## config.mk

```make
export PLATFORM = sky130hd
export DESIGN_NAME = issue_fifo_flat
export DESIGN_NICKNAME = d
export VERILOG_FILES = /design/src/rtl/issue_fifo_if.sv /design/src/rtl/issue_fifo.sv /design/src/flat_wrapper.sv
export SDC_FILE = /design/constraint.sdc
export NUM_CORES = 1
export LEC_CHECK = 0
export ABC_CLOCK_PERIOD_IN_PS = 3100
export CAP_MARGIN = 0
export CORE_UTILIZATION = 56
export DETAILED_ROUTE_END_ITERATION = 8
export GPL_ROUTABILITY_DRIVEN = 0
export PLACE_DENSITY = 0.8
export SLEW_MARGIN = 40
export SYNTH_ARGS = -nofsm -noshare
export SYNTH_HDL_FRONTEND = slang
export SYNTH_SLANG_ARGS = --single-unit
export TNS_END_PERCENT = 100
```

## constraint.sdc

```tcl
create_clock -name clk_i -period 3.1 [get_ports clk_i]
set_input_delay 0.62 -clock clk_i [delete_from_list [all_inputs] [get_ports clk_i]]
set_output_delay 0.62 -clock clk_i [all_outputs]
set_load 0.005 [all_outputs]
```

## src/rtl/issue_fifo_if.sv

```systemverilog
// Decode-to-issue bus for issue_fifo, plus the scoreboard entry type it carries.
// Decode and issue_stage sit on the master side; the FIFO takes the slave modport.
package issue_fifo_pkg;
  typedef struct packed {
    logic [31:0] pc;
    logic [7:0]  op;
    logic [4:0]  rd;
  } scoreboard_entry_t;
endpackage

interface issue_fifo_if #(parameter int unsigned DEPTH = 4);
  import issue_fifo_pkg::*;

  logic                     flush_i;
  scoreboard_entry_t        decoded_instr_i;
  logic                     decoded_instr_valid_i;
  logic                     is_ctrl_flow_i;
  logic                     decoded_instr_ack_o;
  scoreboard_entry_t        issue_instr_o;
  logic                     issue_instr_valid_o;
  logic                     is_ctrl_flow_o;
  logic                     issue_ack_i;
  logic [$clog2(DEPTH):0]   usage_o;
  logic                     full_o;

  modport master (
    output flush_i, decoded_instr_i, decoded_instr_valid_i, is_ctrl_flow_i, issue_ack_i,
    input  decoded_instr_ack_o, issue_instr_o, issue_instr_valid_o, is_ctrl_flow_o, usage_o, full_o
  );
  modport slave (
    input  flush_i, decoded_instr_i, decoded_instr_valid_i, is_ctrl_flow_i, issue_ack_i,
    output decoded_instr_ack_o, issue_instr_o, issue_instr_valid_o, is_ctrl_flow_o, usage_o, full_o
  );
endinterface

```

## src/rtl/issue_fifo.sv

```systemverilog
// Decoded-instruction FIFO between decode and issue, with a cap on buffered branches/jumps.
// Define ISSUE_FIFO_BYPASS_EN to forward an accepted entry straight to issue when the FIFO is empty.
module issue_fifo #(
  parameter int unsigned DEPTH    = 4,
  parameter int unsigned MAX_CTRL = 2
) (
  input  logic             clk_i,
  input  logic             rst_ni,
  issue_fifo_if.slave      bus
);
  import issue_fifo_pkg::*;

  localparam int unsigned PW = $clog2(DEPTH);
  localparam int unsigned UW = PW + 1;

  scoreboard_entry_t mem_q [DEPTH];
  scoreboard_entry_t mem_d [DEPTH];
  logic [DEPTH-1:0]  ctrl_q, ctrl_d;
  logic [PW-1:0]     wptr_q, wptr_d, rptr_q, rptr_d;
  logic [UW-1:0]     usage_q, usage_d, ctrl_cnt_q, ctrl_cnt_d;
  logic              empty, full, ctrl_full, ack, bypass, push, pop;

  assign empty     = (usage_q == '0);
  assign full      = (usage_q == UW'(DEPTH));
  assign ctrl_full = (ctrl_cnt_q == UW'(MAX_CTRL));
  // Acceptance looks only at registered occupancy, so a same-cycle pop never frees a slot.
  assign ack = rst_ni && bus.decoded_instr_valid_i && !full && !bus.flush_i &&
               !(bus.is_ctrl_flow_i && ctrl_full);

`ifdef ISSUE_FIFO_BYPASS_EN
  assign bypass = empty && ack;
`else
  assign bypass = 1'b0;
`endif

  // A bypassed entry consumed in the same cycle never touches storage or counters.
  assign push = ack && !(bypass && bus.issue_ack_i);
  assign pop  = bus.issue_instr_valid_o && bus.issue_ack_i && !bypass;

  always_comb begin
    bus.issue_instr_o       = mem_q[rptr_q];
    bus.is_ctrl_flow_o      = ctrl_q[rptr_q];
    bus.issue_instr_valid_o = !empty && !bus.flush_i;
    if (bypass) begin
      bus.issue_instr_o       = bus.decoded_instr_i;
      bus.is_ctrl_flow_o      = bus.is_ctrl_flow_i;
      bus.issue_instr_valid_o = 1'b1;
    end
  end

  assign bus.decoded_instr_ack_o = ack;
  assign bus.usage_o             = usage_q;
  assign bus.full_o              = full;

  always_comb begin
    mem_d      = mem_q;
    ctrl_d     = ctrl_q;
    wptr_d     = wptr_q;
    rptr_d     = rptr_q;
    usage_d    = usage_q;
    ctrl_cnt_d = ctrl_cnt_q;
    if (push) begin
      mem_d[wptr_q]  = bus.decoded_instr_i;
      ctrl_d[wptr_q] = bus.is_ctrl_flow_i;
      wptr_d         = wptr_q + 1'b1;
    end
    if (pop) rptr_d = rptr_q + 1'b1;
    case ({push, pop})
      2'b10:   usage_d = usage_q + 1'b1;
      2'b01:   usage_d = usage_q - 1'b1;
      default: usage_d = usage_q;
    endcase
    case ({push && bus.is_ctrl_flow_i, pop && ctrl_q[rptr_q]})
      2'b10:   ctrl_cnt_d = ctrl_cnt_q + 1'b1;
      2'b01:   ctrl_cnt_d = ctrl_cnt_q - 1'b1;
      default: ctrl_cnt_d = ctrl_cnt_q;
    endcase
    if (bus.flush_i) begin
      wptr_d     = '0;
      rptr_d     = '0;
      usage_d    = '0;
      ctrl_cnt_d = '0;
    end
  end

  always_ff @(posedge clk_i or negedge rst_ni) begin
    if (!rst_ni) begin
      for (int i = 0; i < int'(DEPTH); i++) mem_q[i] <= '0;
      ctrl_q     <= '0;
      wptr_q     <= '0;
      rptr_q     <= '0;
      usage_q    <= '0;
      ctrl_cnt_q <= '0;
    end else begin
      mem_q      <= mem_d;
      ctrl_q     <= ctrl_d;
      wptr_q     <= wptr_d;
      rptr_q     <= rptr_d;
      usage_q    <= usage_d;
      ctrl_cnt_q <= ctrl_cnt_d;
    end
  end
endmodule

```

## src/flat_wrapper.sv

```systemverilog
// flat-port wrapper written by rule: the top's interface ports become plain ports
module issue_fifo_flat import issue_fifo_pkg::*;
#(
  parameter int unsigned DEPTH    = 4,
  parameter int unsigned MAX_CTRL = 2
)
  (clk_i, rst_ni, bus_flush_i, bus_decoded_instr_i, bus_decoded_instr_valid_i, bus_is_ctrl_flow_i, bus_issue_ack_i, bus_decoded_instr_ack_o, bus_issue_instr_o, bus_issue_instr_valid_o, bus_is_ctrl_flow_o, bus_usage_o, bus_full_o);
  issue_fifo_if #(.DEPTH(DEPTH)) bus_i ();
  input  logic clk_i;
  input  logic rst_ni;
  input wire logic [$bits(bus_i.flush_i)-1:0] bus_flush_i;
  input wire logic [$bits(bus_i.decoded_instr_i)-1:0] bus_decoded_instr_i;
  input wire logic [$bits(bus_i.decoded_instr_valid_i)-1:0] bus_decoded_instr_valid_i;
  input wire logic [$bits(bus_i.is_ctrl_flow_i)-1:0] bus_is_ctrl_flow_i;
  input wire logic [$bits(bus_i.issue_ack_i)-1:0] bus_issue_ack_i;
  output wire logic [$bits(bus_i.decoded_instr_ack_o)-1:0] bus_decoded_instr_ack_o;
  output wire logic [$bits(bus_i.issue_instr_o)-1:0] bus_issue_instr_o;
  output wire logic [$bits(bus_i.issue_instr_valid_o)-1:0] bus_issue_instr_valid_o;
  output wire logic [$bits(bus_i.is_ctrl_flow_o)-1:0] bus_is_ctrl_flow_o;
  output wire logic [$bits(bus_i.usage_o)-1:0] bus_usage_o;
  output wire logic [$bits(bus_i.full_o)-1:0] bus_full_o;
  assign bus_i.flush_i = bus_flush_i;
  assign bus_i.decoded_instr_i = bus_decoded_instr_i;
  assign bus_i.decoded_instr_valid_i = bus_decoded_instr_valid_i;
  assign bus_i.is_ctrl_flow_i = bus_is_ctrl_flow_i;
  assign bus_i.issue_ack_i = bus_issue_ack_i;
  assign bus_decoded_instr_ack_o = bus_i.decoded_instr_ack_o;
  assign bus_issue_instr_o = bus_i.issue_instr_o;
  assign bus_issue_instr_valid_o = bus_i.issue_instr_valid_o;
  assign bus_is_ctrl_flow_o = bus_i.is_ctrl_flow_o;
  assign bus_usage_o = bus_i.usage_o;
  assign bus_full_o = bus_i.full_o;
  issue_fifo #(.DEPTH(DEPTH), .MAX_CTRL(MAX_CTRL)) u_core (.clk_i(clk_i), .rst_ni(rst_ni), .bus(bus_i));
endmodule
```

* After elaboration in Yosys (flattened, before gate mapping) *
Index checks and enable logic that the tools add are counted.

word-level totals
  flip-flop bits (word level) = 194
  input port bits = 51
  output and inout port bits = 52
  logic and storage cells = 76

cells by class
  add/sub/neg operators = 6
  $lt $le $gt $ge = 6
  eq/ne operators = 6
  muxes and demuxes = 19
  bitwise logic cells = 2
  reduce and logical (&&, ||, !) cells = 20

operators by type and width
  cell                                                      number
  bitwise mux 180 bit                                       1
  2-to-1 mux 45 bit                                         3
  binary-select mux 45 bit (select 2 bit)                   1
  demux 45 bit (select 2 bit)                               1
  one-hot mux 3 bit (2 select lines)                        2
  logical AND 1 bit                                         11
  2-to-1 mux 2 bit                                          4
  adder 3 x 1 -> 3 bit, second input constant               2
  greater-or-equal comparator 3 bit, second input constant  2
  < comparator 2 x 3 -> 1 bit, second input constant        2
  2-to-1 mux 3 bit                                          2
  inverter 2 -> 3 bit                                       2
  nonzero test 3 bit                                        2
  subtractor 3 x 1 -> 3 bit, second input constant          2
  adder 2 x 1 -> 2 bit, second input constant               2
  bitwise mux 4 bit                                         1
  equality test 2 x 1 -> 1 bit, second input constant       2
  equality test 2 bit, second input constant                2
  zero test 1 bit                                           4
  nonzero test 2 bit                                        2
  equality test 3 x 2 -> 1 bit, second input constant       1
  equality test 3 bit, second input constant                1
  zero test 3 bit                                           1
  < comparator 3 x 1 -> 1 bit, second input constant        1
  other kinds (4)                                           5

* Depth between registers and ports, before layout *
Gate-level depths: netlist (run 1).

  depth after elaboration = 9
  depth in mapped cells = 9
  gate-level depth less buffers = 8

* Worst setup path before layout (run 1) *
No wires, ideal clock.

  kind = input to register
  start = input bus_flush_i
  end = register u_core.usage_q[2] (netlist: u_core.bus.usage_o[2])
  setup time = 0.133 ns
  data arrival time = 2.429 ns
  required time = 2.967 ns
  setup slack = 0.539 ns
  stages on the path = 9
  cell sequence = nand3b_4 a211oi_4 buf_4 nor2_1 fa_1 nor3_1 a21oi_1 a31oi_1 o31ai_1

on the way
  cells in the longest elaborated chain, start to end = 6
  elaborated cells on any way between the ends = 10

RTL lines
  what                                                                 line                text
  start, declared                                                      flat_wrapper.sv:11  input wire logic [$bits(bus_i.flush_i)-1:0] bus_flush_i;
  zero test 1 bit (*)                                                  issue_fifo.sv:27    assign ack = rst_ni && bus.decoded_instr_valid_i && !full && !bus.flush_i &&
  logical AND 1 bit (*) (2 in series)                                  issue_fifo.sv:27
  named net bus_decoded_instr_ack_o                                    flat_wrapper.sv:16  output wire logic [$bits(bus_i.decoded_instr_ack_o)-1:0] bus_decoded_instr_ack_o;
  equality test 2 x 1 -> 1 bit or equality test 2 bit (tied branches)  issue_fifo.sv:68    case ({push, pop})
  one-hot mux 3 bit (2 select lines)                                   issue_fifo.sv:68
  2-to-1 mux 3 bit                                                     issue_fifo.sv:78    if (bus.flush_i) begin
  end signal, assigned                                                 issue_fifo.sv:99    usage_q <= usage_d;
  end, declared                                                        issue_fifo.sv:20    logic [UW-1:0] usage_q, usage_d, ctrl_cnt_q, ctrl_cnt_d;

Mark *: on every way through the listed nets, which the timed path passes. The rest lies on a longest branch.
A chain may end at the register's enable or synchronous reset.

* Worst setup path after layout (run 1) *
  start = register u_core.rptr_q[0]
  end = output bus_issue_instr_o[9]

on the way
  cells in the longest elaborated chain, start to end = 4

RTL lines
  what                                                   line                text
  start, declared                                        issue_fifo.sv:19    logic [PW-1:0] wptr_q, wptr_d, rptr_q, rptr_d;
  start signal, assigned                                 issue_fifo.sv:98    rptr_q <= rptr_d;
  inverter 2 -> 3 bit (implied by the code)              issue_fifo.sv:41    bus.issue_instr_o = mem_q[rptr_q];
  binary-select mux 45 bit (select 2 bit)                issue_fifo.sv:41
  2-to-1 mux 45 bit (implied by the code) (2 in series)  issue_fifo.sv:41
  end, declared                                          flat_wrapper.sv:17  output wire logic [$bits(bus_i.issue_instr_o)-1:0] bus_issue_instr_o;

No other way between the ends. The select of a mux whose other input is x is not followed.

==> results of run 1 <==
==> sequential cells by signal (all words and copies together) (netlist names) <==
name and cells:
u_core.wptr_q 2, u_core.ctrl_cnt_q 3, u_core.rptr_q 2, u_core.mem_q 180
u_core.bus.usage_o 3, u_core.ctrl_q 4
==> critical path, stage by stage (launching register included) <==
cell and delay [ns]:
dfrtp_4 0.61, buf_4 0.27, mux4_2 0.52, clkdlybuf4s50_1 0.50
==> cell usage after synthesis <==
cell	count
dfrtp_1	194
mux2_2	171
mux4_2	46
buf_6	16
mux2_1	13
nor2_1	9
nor3_1	6
clkbuf_1	5
buf_2	4
ha_1	4
mux2i_1	4
nand2_1	4
nand2_4	4
a21oi_1	3
inv_1	3
xnor2_1	3
and3_1	2
buf_1	2
fa_1	2
nand3_1	2
o21ai_0	2
o31ai_1	2
xor2_1	2
a211oi_4	1
a31oi_1	1
and2_1	1
buf_4	1
nand3b_4	1
nor3b_1	1
nor3b_2	1
nor4b_2	1
o21a_1	1
o31a_1	1
==> cells by family (layout without fill, tap and decap cells) <==
group | Yosys count | in the layout | synth area share (%)
muxes | 234 | 234 | 36.3
buffers and inverters | 31 | 152 | 2.83
and+or+nand+nor | 32 | 32 | 2.39
xor gates and xnor gates | 5 | 5 | 0.505
AOI/OAI and AO/OA | 11 | 11 | 0.952
adders and majority gates | 6 | 6 | 1.04
DFF | 194 | 194 | 56.0
==> layout make-up <==
| class | count | area [um^2] |
|---|---|---|
| clock inverter | 11 | 129 |
| tap | 188 | 235 |
| multi-input combinational | 288 | 3570 |
| sequential | 194 | 4860 |
| inverter | 3 | 11.3 |
| fill | 991 | 4660 |
| timing repair buffer | 117 | 1230 |
| clock buffer | 21 | 450 |
==> worst max-delay path by stage <==
stage / from / end / slack, ns / cells after the start
6_report: u_core.rptr_q[0] / bus_issue_instr_o[9] / 0.16 / 3
5_1_grt: u_core.rptr_q[0] / bus_issue_instr_o[9] / 0.02 / 3
4_1_cts: u_core.rptr_q[0] / bus_issue_instr_o[9] / 0.1 / 3
3_5_place_dp: bus_is_ctrl_flow_i / u_core.ctrl_cnt_q[2] / 0.36 / 7
3_3_place_gp: bus_decoded_instr_valid_i / u_core.ctrl_cnt_q[2] / 0.40 / 8
2_1_floorplan: bus_flush_i / u_core.bus.usage_o[2] / 0.54 / 9
==> through the flow <==
step           area [um^2]  std cells  hold slack, ns  worst slack, ns
2_1_floorplan         8670        513           0.324            0.539
3_3_place_gp          9880        789           0.468            0.397
3_5_place_dp          9910        790           0.480            0.364
4_1_cts              10500        822           0.329           0.0965
5_1_grt              10500        822           0.352           0.0242
6_report             10500        822           0.287            0.158
==> routing by layer <==
metal	vias up	track usage, %	wire length, um
met3	17	5.90	730
li1	2130	-	-
met1	2522	29.6	7300
met4	0	6.59	178
met5	-	0	0
met2	91	38.5	8530
==> layout by cell type (no fill, tap or decap), types with 3 or more instances in the layout <==
cell type,netlist,layout
mux2i_1,4,4
clkbuf_1,5,3
ha_1,4,4
buf_12,0,6
mux2_2,171,171
mux2_1,13,13
nor3_1,6,6
xnor2_1,3,3
inv_1,3,3
buf_4,1,8
nor2_1,9,9
mux4_2,46,46
a21oi_1,3,3
clkbuf_16,0,17
clkdlybuf4s50_1,0,101
dfrtp_1,194,192
nand2_1,4,4
clkinvlp_4,0,5
nand2_4,4,4
==> report_power, final <==
group          switching (mW)  internal, mW  leakage, nW  total [mW]
registers               0.212          2.93         2.53        3.15
logic                   0.409         0.880         1.95        1.29
clock network           0.926          1.21        0.266        2.14
total                    1.55          5.03         4.75        6.58
==> metrics.md, run 1 <==
| Metric | Value |
|---|---|
| Crit share post-route | `94.9%` |
| Fin nets | `between 600 and 700` |
| Site Rows | `45` |
| Slew @ Worst Pin | `0.607 ns` |
| Worst flop-to-flop path startpoint | `u_core.rptr_q[0]` |
| Vias | `about 4800` |
| Antenna violations before repair | `0` |
| Finished Core Util | `69.3%` |
| RR Endpoint | `u_core.ctrl_cnt_q[2]` |
| Initial core utilization | `between 50% and 60%` |
| Unrepaired setup endpoints after global routing | `false` |
| Crit path max fanout | `12` |
| CP Capture Type | `output pin` |
| Post-route antenna net violation count | `0` |
| Syn-to-layout area delta | `21.0%` |
| Power per cell area | `627 mW/mm^2` |
| Setup TNS | `0 ns` |
| Endpoints failing hold | `0` |
| Setup violations, final | `0` |
| Hold Crit Class | `input pin to async pin` |
| Syn Inst Count | `513` |
| Peak supply drop | `0.000384 V` |
| Top area cells in the synthesized netlist | `dfrtp_1, mux2_2, mux4_2` |
| Full die area | `0.0160 mm^2` |
| Syn nets | `570` |
| Tmin final | `roughly 2.9 ns` |
| P_leak | `4.75 nW` |
| Synth unique cells | `33` |
| Die X | `126 um` |
| I/O pin total | `103` |
| Slew HR | `between 50% and 60%` |
| Largest net degree at the start of global routing | `110` |
| Data required, critical path | `2.48 ns` |
| Arrival time of the worst setup path | `2.32 ns` |
| Flops & latches, synth | `194` |
| Worst-path clk slew | `0.07 ns` |
| Tot Pwr | `6.58 mW` |
| Clock Latency Late Sink | `around 0.43 ns` |
| Avg Inst Size Synth | `16.9 um^2` |
| WL/cell | `just over 20 um` |
| Cell taking the most area after synthesis | `dfrtp_1` |
| Root Buffer | `clkbuf_16` |
| CTS max path bufs | `2` |
| R2R Setup Slk | `0.69 ns` |
| First-pass GRT wire length | `27500 um` |
| Die Ht | `126 um` |
| Diodes inserted | `0` |
| Layout cells sized above 1 | `42.9%` |
| Post-CTS Setup Bufs | `0` |
| Gr usage total | `22.9%` |
| Core area | `~0.015 mm^2` |
| Num CTS Buffers | `17` |
| Post-CTS sizing | `0` |
| Synth warn | `0` |
| Via/cell ratio | `~5.8` |
| Clock sinks | `194` |
| H-tree depth | `4` |
| PortBufs | `102` |
| Fmax | `roughly 340 MHz` |
| Fin. max-slew vios | `0` |
| Worst Setup Start Kind | `register` |
| CTS tree | `yes` |
| Yosys top cell area share | `between 50% and 60%` |
| Worst Skew | `0.00821 ns` |
| Final WL | `around 17000 um` |
| Vias in the first global route | `~5300` |
| DR iter-0 viols | `roughly 160` |
| Status | `finished, final reports clean` |
| Register area share after synthesis | `56.0%` |
| Worst r2r path cells | `7` |
| TritonRoute pass-1 iters | `5` |
| Max-Cap Viols | `0` |
| # DRC | `0` |
| Post-DP HPWL | `between 10000 and 15000 um` |
| Post-synth design cell area | `0.00867 mm^2` |
| Kind of critical path | `register to output pin` |
| Hold bufs inserted after CTS | `0` |
| Gr ovfl total | `0` |
Power figures use the tool's default switching activity.
==> inputs of run 2 (changes only) <==
- ABC_CLOCK_PERIOD_IN_PS: 3100 -> 3820
- CORE_UTILIZATION: 56 -> 60
- PLACE_DENSITY: 0.8 -> 0.85
- TNS_END_PERCENT: 100 -> unset
- clock period: 3.1 -> 3.82 ns (I/O delays scaled with it)
==> run 2 against run 1 <==
Net effect:
- non-clock buffer count down 3
- global-route usage up 2.1 points
- sequential power down 19%
- setup slack better by 0.44 ns
- die area down 6.6%
- register-to-register slack better by 0.52 ns
- final area down 0.47%
- hold slack worse by 0.017 ns
- first-iteration DRC count up 92%
- largest cell class unchanged
- largest power group unchanged
==> metrics.md, run 2 (same netlist as run 1, synthesis figures left out) <==
| Metric | Value |
|---|---|
| Post-CTS Setup Bufs | `0` |
| Kind of critical path | `register to output pin` |
| R2R Setup Slk | `between 1 and 1.5 ns` |
| Num CTS Buffers | `17` |
| Final WL | `16900 um` |
| Gr usage total | `25.0%` |
| Unrepaired setup endpoints after global routing | `false` |
| Post-DP HPWL | `10700 um` |
| Max-Cap Viols | `0` |
| Worst flop-to-flop path startpoint | `u_core.rptr_q[1]` |
| Die Ht | `122 um` |
| Largest Register | `u_core.mem_q` |
| Gr ovfl total | `0` |
| Hold bufs inserted after CTS | `0` |
| Fmax | `310 MHz` |
| Setup violations, final | `0` |
| Clock sinks | `around 190` |
| Arrival time of the worst setup path | `around 2.5 ns` |
| Fin. max-slew vios | `0` |
| Full die area | `roughly 0.015 mm^2` |
| Data required, critical path | `3.06 ns` |
| Hold Slack | `0.270 ns` |
| TritonRoute pass-1 iters | `4` |
| # DRC | `0` |
| WL/cell | `20.9 um` |
| Fin nets | `between 600 and 700` |
| Vias in the first global route | `5473` |
| Worst r2r path cells | `8` |
| Crit share post-route | `84.3%` |
| First-pass GRT wire length | `approximately 28000 um` |
| Top flop regs | `u_core.mem_q: 180 flops, u_core.ctrl_q: 4 flops` |
| Die X | `122 um` |
| Status | `finished, final reports clean` |
| CTS max path bufs | `2` |
| Slew HR | `51.2%` |
| Via/cell ratio | `around 6` |
| DR iter-0 viols | `309` |
| CTS tree | `yes` |
| Site Rows | `43` |
| Endpoints failing hold | `0` |
| Layout cells sized above 1 | `42.8%` |
| P_leak | `4.74 nW` |
| Hold Crit Class | `input pin to async pin` |
| Slew @ Worst Pin | `0.732 ns` |
| PortBufs | `102` |
| I/O pin total | `103` |
| Worst-path clk slew | `roughly 0.070 ns` |
| Setup TNS | `0 ns` |
| Root Buffer | `clkbuf_16` |
| Core area | `0.0140 mm^2` |
| Placed Instances | `roughly 780` |
| Vias | `4834` |
| Largest net degree at the start of global routing | `78` |
| Crit path max fanout | `18` |
| Max FFs per register | `180` |
| Critical path capture point | `bus_issue_instr_o[15]` |
| Initial core utilization | `between 60 and 70%` |
| Post-CTS sizing | `0` |
| Worst Setup Start Kind | `register` |
| Most frequent cells in the layout | `dfrtp_1, mux2_2, clkdlybuf4s50_1` |
| Antenna violations before repair | `0` |
| Syn-to-layout area delta | `20.4%` |
| RR Endpoint | `u_core.ctrl_cnt_q[2]` |
| Post-route antenna net violation count | `0` |
| CP Capture Type | `output pin` |
| Worst Skew | `0.00821 ns` |
| Peak supply drop | `about 0.00033 V` |
| Commonest non-fill, non-tap cell in the layout | `dfrtp_1` |
| CP startpoint | `u_core.rptr_q[0]` |
| Diodes inserted | `0` |
| Layout Cells excl Fill | `811` |
| Clock Latency Late Sink | `between 0.4 and 0.5 ns` |
| Power per cell area | `a little over 500 mW/mm^2` |
| Tmin final | `3.22 ns` |
| H-tree depth | `4` |
run 2: worst min-delay path by stage:
stage	start	endpoint	slack (ns)	cells after the start
after floorplan	u_core.mem_q[58]	u_core.mem_q[58]	0.46	1
after global placement	u_core.mem_q[28]	u_core.mem_q[28]	0.47	1
after detailed placement	u_core.mem_q[21]	u_core.mem_q[21]	0.48	1
after CTS	rst_ni	u_core.mem_q[30]	0.27	1
after global routing	rst_ni	u_core.mem_q[75]	0.28	1
final	rst_ni	u_core.mem_q[30]	0.27	1
run 2: metrics by stage:
stage	worst slack (ns)	power, mW	cell area [um^2]	util, %
detailed placement	0.873	3.64	9850	70.4
finish	0.598	5.37	10400	74.6
CTS	0.550	5.42	10400	74.6
global placement	0.891	3.56	9850	70.4
floorplan	1.11	3.09	8670	-
global route	0.474	5.61	10400	74.6
run 2: power breakdown:
part	internal, mW	switching [mW]	total, mW
sequential	2.38	0.179	2.56
combinational	0.708	0.332	1.04
clock	1.00	0.765	1.77
run 2: routing by layer:
layer / routed length, um / global-route usage, % / share of wire (%) / vias up
met1: 7110 / 31.3 / 42 / 2596
met5: 0 / 0 / 0 / -
li1: - / - / - / 2127
met4: 296 / 8.31 / 1.7 / 0
met2: 8830 / 42.3 / 52 / 91
met3: 701 / 6.69 / 4.1 / 20
run 2: critical path, cell delays in order (launching register included):
cell	delay, ns
dfrtp_4	0.69
buf_4	0.30
mux4_2	0.53
clkdlybuf4s50_1	0.50
run 2: area by class of cell:
type	count	area, um^2
Fill cell	841	3550
Multi-Input combinational cell	288	3570
Tap cell	180	225
Clock inverter	11	128
Clock buffer	21	460
Sequential cell	194	4860
Timing Repair Buffer	114	1180
Inverter	3	11.3
==> inputs of run 3 (changes only) <==
- ABC_CLOCK_PERIOD_IN_PS: 3820 -> 3400
- CORE_UTILIZATION: 60 -> 56
- PLACE_DENSITY: 0.85 -> 0.8
- clock period: 3.82 -> 3.4 ns (I/O delays scaled with it)
==> run 3 against run 2 <==
Net effect:
- combinational power rose by 13%
- clock skew about the same
- via count fell by 1.1%
- total power increased by 11%
- setup slack lost 0.26 ns
- sequential power grew 12%
- critical path depth did not move
- die area up 7.0%
- sequential cell count is the same
- largest cell class unchanged
==> metrics.md, run 3 (same netlist as run 1, synthesis figures left out) <==
| Metric | Value |
|---|---|
| TritonRoute pass-1 iters | `5` |
| Setup TNS | `0 ns` |
| Fmax | `327 MHz` |
| Post-CTS sizing | `0` |
| Gr ovfl total | `0` |
| Tmin final | `slightly above 3 ns` |
| Antenna violations before repair | `0` |
| Initial core utilization | `57.3%` |
| Peak supply drop | `0.000426 V` |
| CTS max path bufs | `2` |
| PortBufs | `102` |
| Fin. max-slew vios | `0` |
| Clock Latency Late Sink | `0.42 ns` |
| Power per cell area | `574 mW/mm^2` |
| Core area | `0.0151 mm^2` |
| Worst Setup Start Kind | `register` |
| WL/cell | `19.9 um` |
| Vias in the first global route | `roughly 5300` |
| Clock sinks | `194` |
| Layout cells sized above 1 | `between 40% and 50%` |
| CTS tree | `yes` |
| Fill count | `1010` |
| Largest Register | `u_core.mem_q` |
| I/O pin total | `103` |
| Worst Skew | `0.00868 ns` |
| Gr usage total | `between 20% and 30%` |
| Via/cell ratio | `5.85` |
| Kind of critical path | `register to output pin` |
| # DRC | `0` |
| Final WL | `between 15000 and 20000 um` |
| Largest net degree at the start of global routing | `102` |
| P_leak | `4.73 nW` |
| Die Ht | `126 um` |
| Root Buffer | `clkbuf_16` |
| Endpoints failing hold | `0` |
| Post-route antenna net violation count | `0` |
| Setup violations, final | `0` |
| CP Capture Type | `output pin` |
| Hold Crit Class | `input pin to async pin` |
| Post-CTS Setup Bufs | `0` |
| Full die area | `around 0.016 mm^2` |
| Slew HR | `50.0%` |
| Max FFs per register | `between 150 and 200` |
| H-tree depth | `4` |
| Worst-path clk slew | `0.07 ns` |
| Fin nets | `673` |
| Vias | `between 4000 and 5000` |
| Status | `finished, final reports clean` |
| Hold bufs inserted after CTS | `0` |
| Post-DP HPWL | `10200 um` |
| Dpl cell area | `0.00985 mm^2` |
| Top flop regs | `u_core.mem_q: 180 flops, u_core.ctrl_q: 4 flops` |
| Data required, critical path | `2.72 ns` |
| Slew @ Worst Pin | `0.750 ns` |
| Final instance area | `~0.010 mm^2` |
| Site Rows | `45` |
| Arrival time of the worst setup path | `roughly 2.4 ns` |
| Most frequent cells in the layout | `dfrtp_1, mux2_2, clkdlybuf4s50_1` |
| DR iter-0 viols | `150` |
| Num CTS Buffers | `17` |
| Unrepaired setup endpoints after global routing | `false` |
| Syn-to-layout area delta | `20.3%` |
| Max-Cap Viols | `0` |
| Crit path max fanout | `19` |
| Die X | `126 um` |
| Crit share post-route | `90.0%` |
| Commonest non-fill, non-tap cell in the layout | `dfrtp_1` |
| Diodes inserted | `0` |
| First-pass GRT wire length | `approximately 27000 um` |
==> run 3: cell types whose count changed in the layout (fill, tap and decap cells not counted), sizes merged <==
cell,before,now
inv,6,3
clkbuf,22,23
clkinv,3,5
buf,12,10
==> run 3: power breakdown <==
part | internal [mW] | leakage, nW | switching (mW)
combinational | 0.800 | 1.91 | 0.371
sequential | 2.68 | 2.53 | 0.188
clock | 1.14 | 0.282 | 0.818
total | 4.61 | 4.73 | 1.38
==> run 3: critical path, cell delays in order, from the launching register on <==
cell	delay, ns
dfrtp_4	0.68
buf_4	0.28
mux4_2	0.52
clkdlybuf4s50_1	0.46
==> run 3: cell type report <==
type                       count  area [um^2]  share of cell area, %
timing repair buffer         112         1170                   11.2
clock inverter                10          108                   1.03
sequential                   194         4860                   46.6
clock buffer                  22          474                   4.55
tap                          188          235                   2.26
multi-input combinational    288         3570                   34.2
inverter                       3         11.3                  0.108
==> run 3: worst paths after layout <==
| path | start | endpoint | slack [ns] | cells after the start |
|---|---|---|---|---|
| min in group clk_i | u_core.mem_q[144] | u_core.mem_q[144] | 0.49 | 1 |
| max in group asynchronous | rst_ni | u_core.mem_q[149] | 2.25 | 3 |
| worst max register to register | u_core.rptr_q[0] | u_core.ctrl_cnt_q[2] | 0.88 | 7 |
| worst min-delay path | rst_ni | u_core.mem_q[121] | 0.32 | 2 |
| worst min register to register | u_core.mem_q[144] | u_core.mem_q[144] | 0.49 | 1 |
| worst max-delay path | u_core.rptr_q[0] | bus_issue_instr_o[30] | 0.34 | 3 |
==> run 3: through the flow <==
step | total power [mW] | cells | hold WS (ns) | worst slack (ns) | utilization (%)
CTS | 6.05 | 817 | 0.356 | 0.297 | 68.9
finish | 5.99 | 817 | 0.316 | 0.341 | 68.9
global placement | 4.01 | 784 | 0.468 | 0.517 | 64.8
floorplan | 3.47 | 513 | 0.384 | 0.779 | -
global route | 6.25 | 817 | 0.368 | 0.217 | 68.9
detailed placement | 4.09 | 785 | 0.480 | 0.501 | 65.0
==> run 3: layer usage <==
| metal | part of all wire [%] | up-vias | track usage [%] |
|---|---|---|---|
| li1 | - | 2129 | - |
| met1 | 43 | 2563 | 28.8 |
| met2 | 52 | 76 | 37.8 |
| met3 | 4.0 | 11 | 5.74 |
| met4 | 0.83 | 0 | 5.74 |
| met5 | 0 | - | 0 |
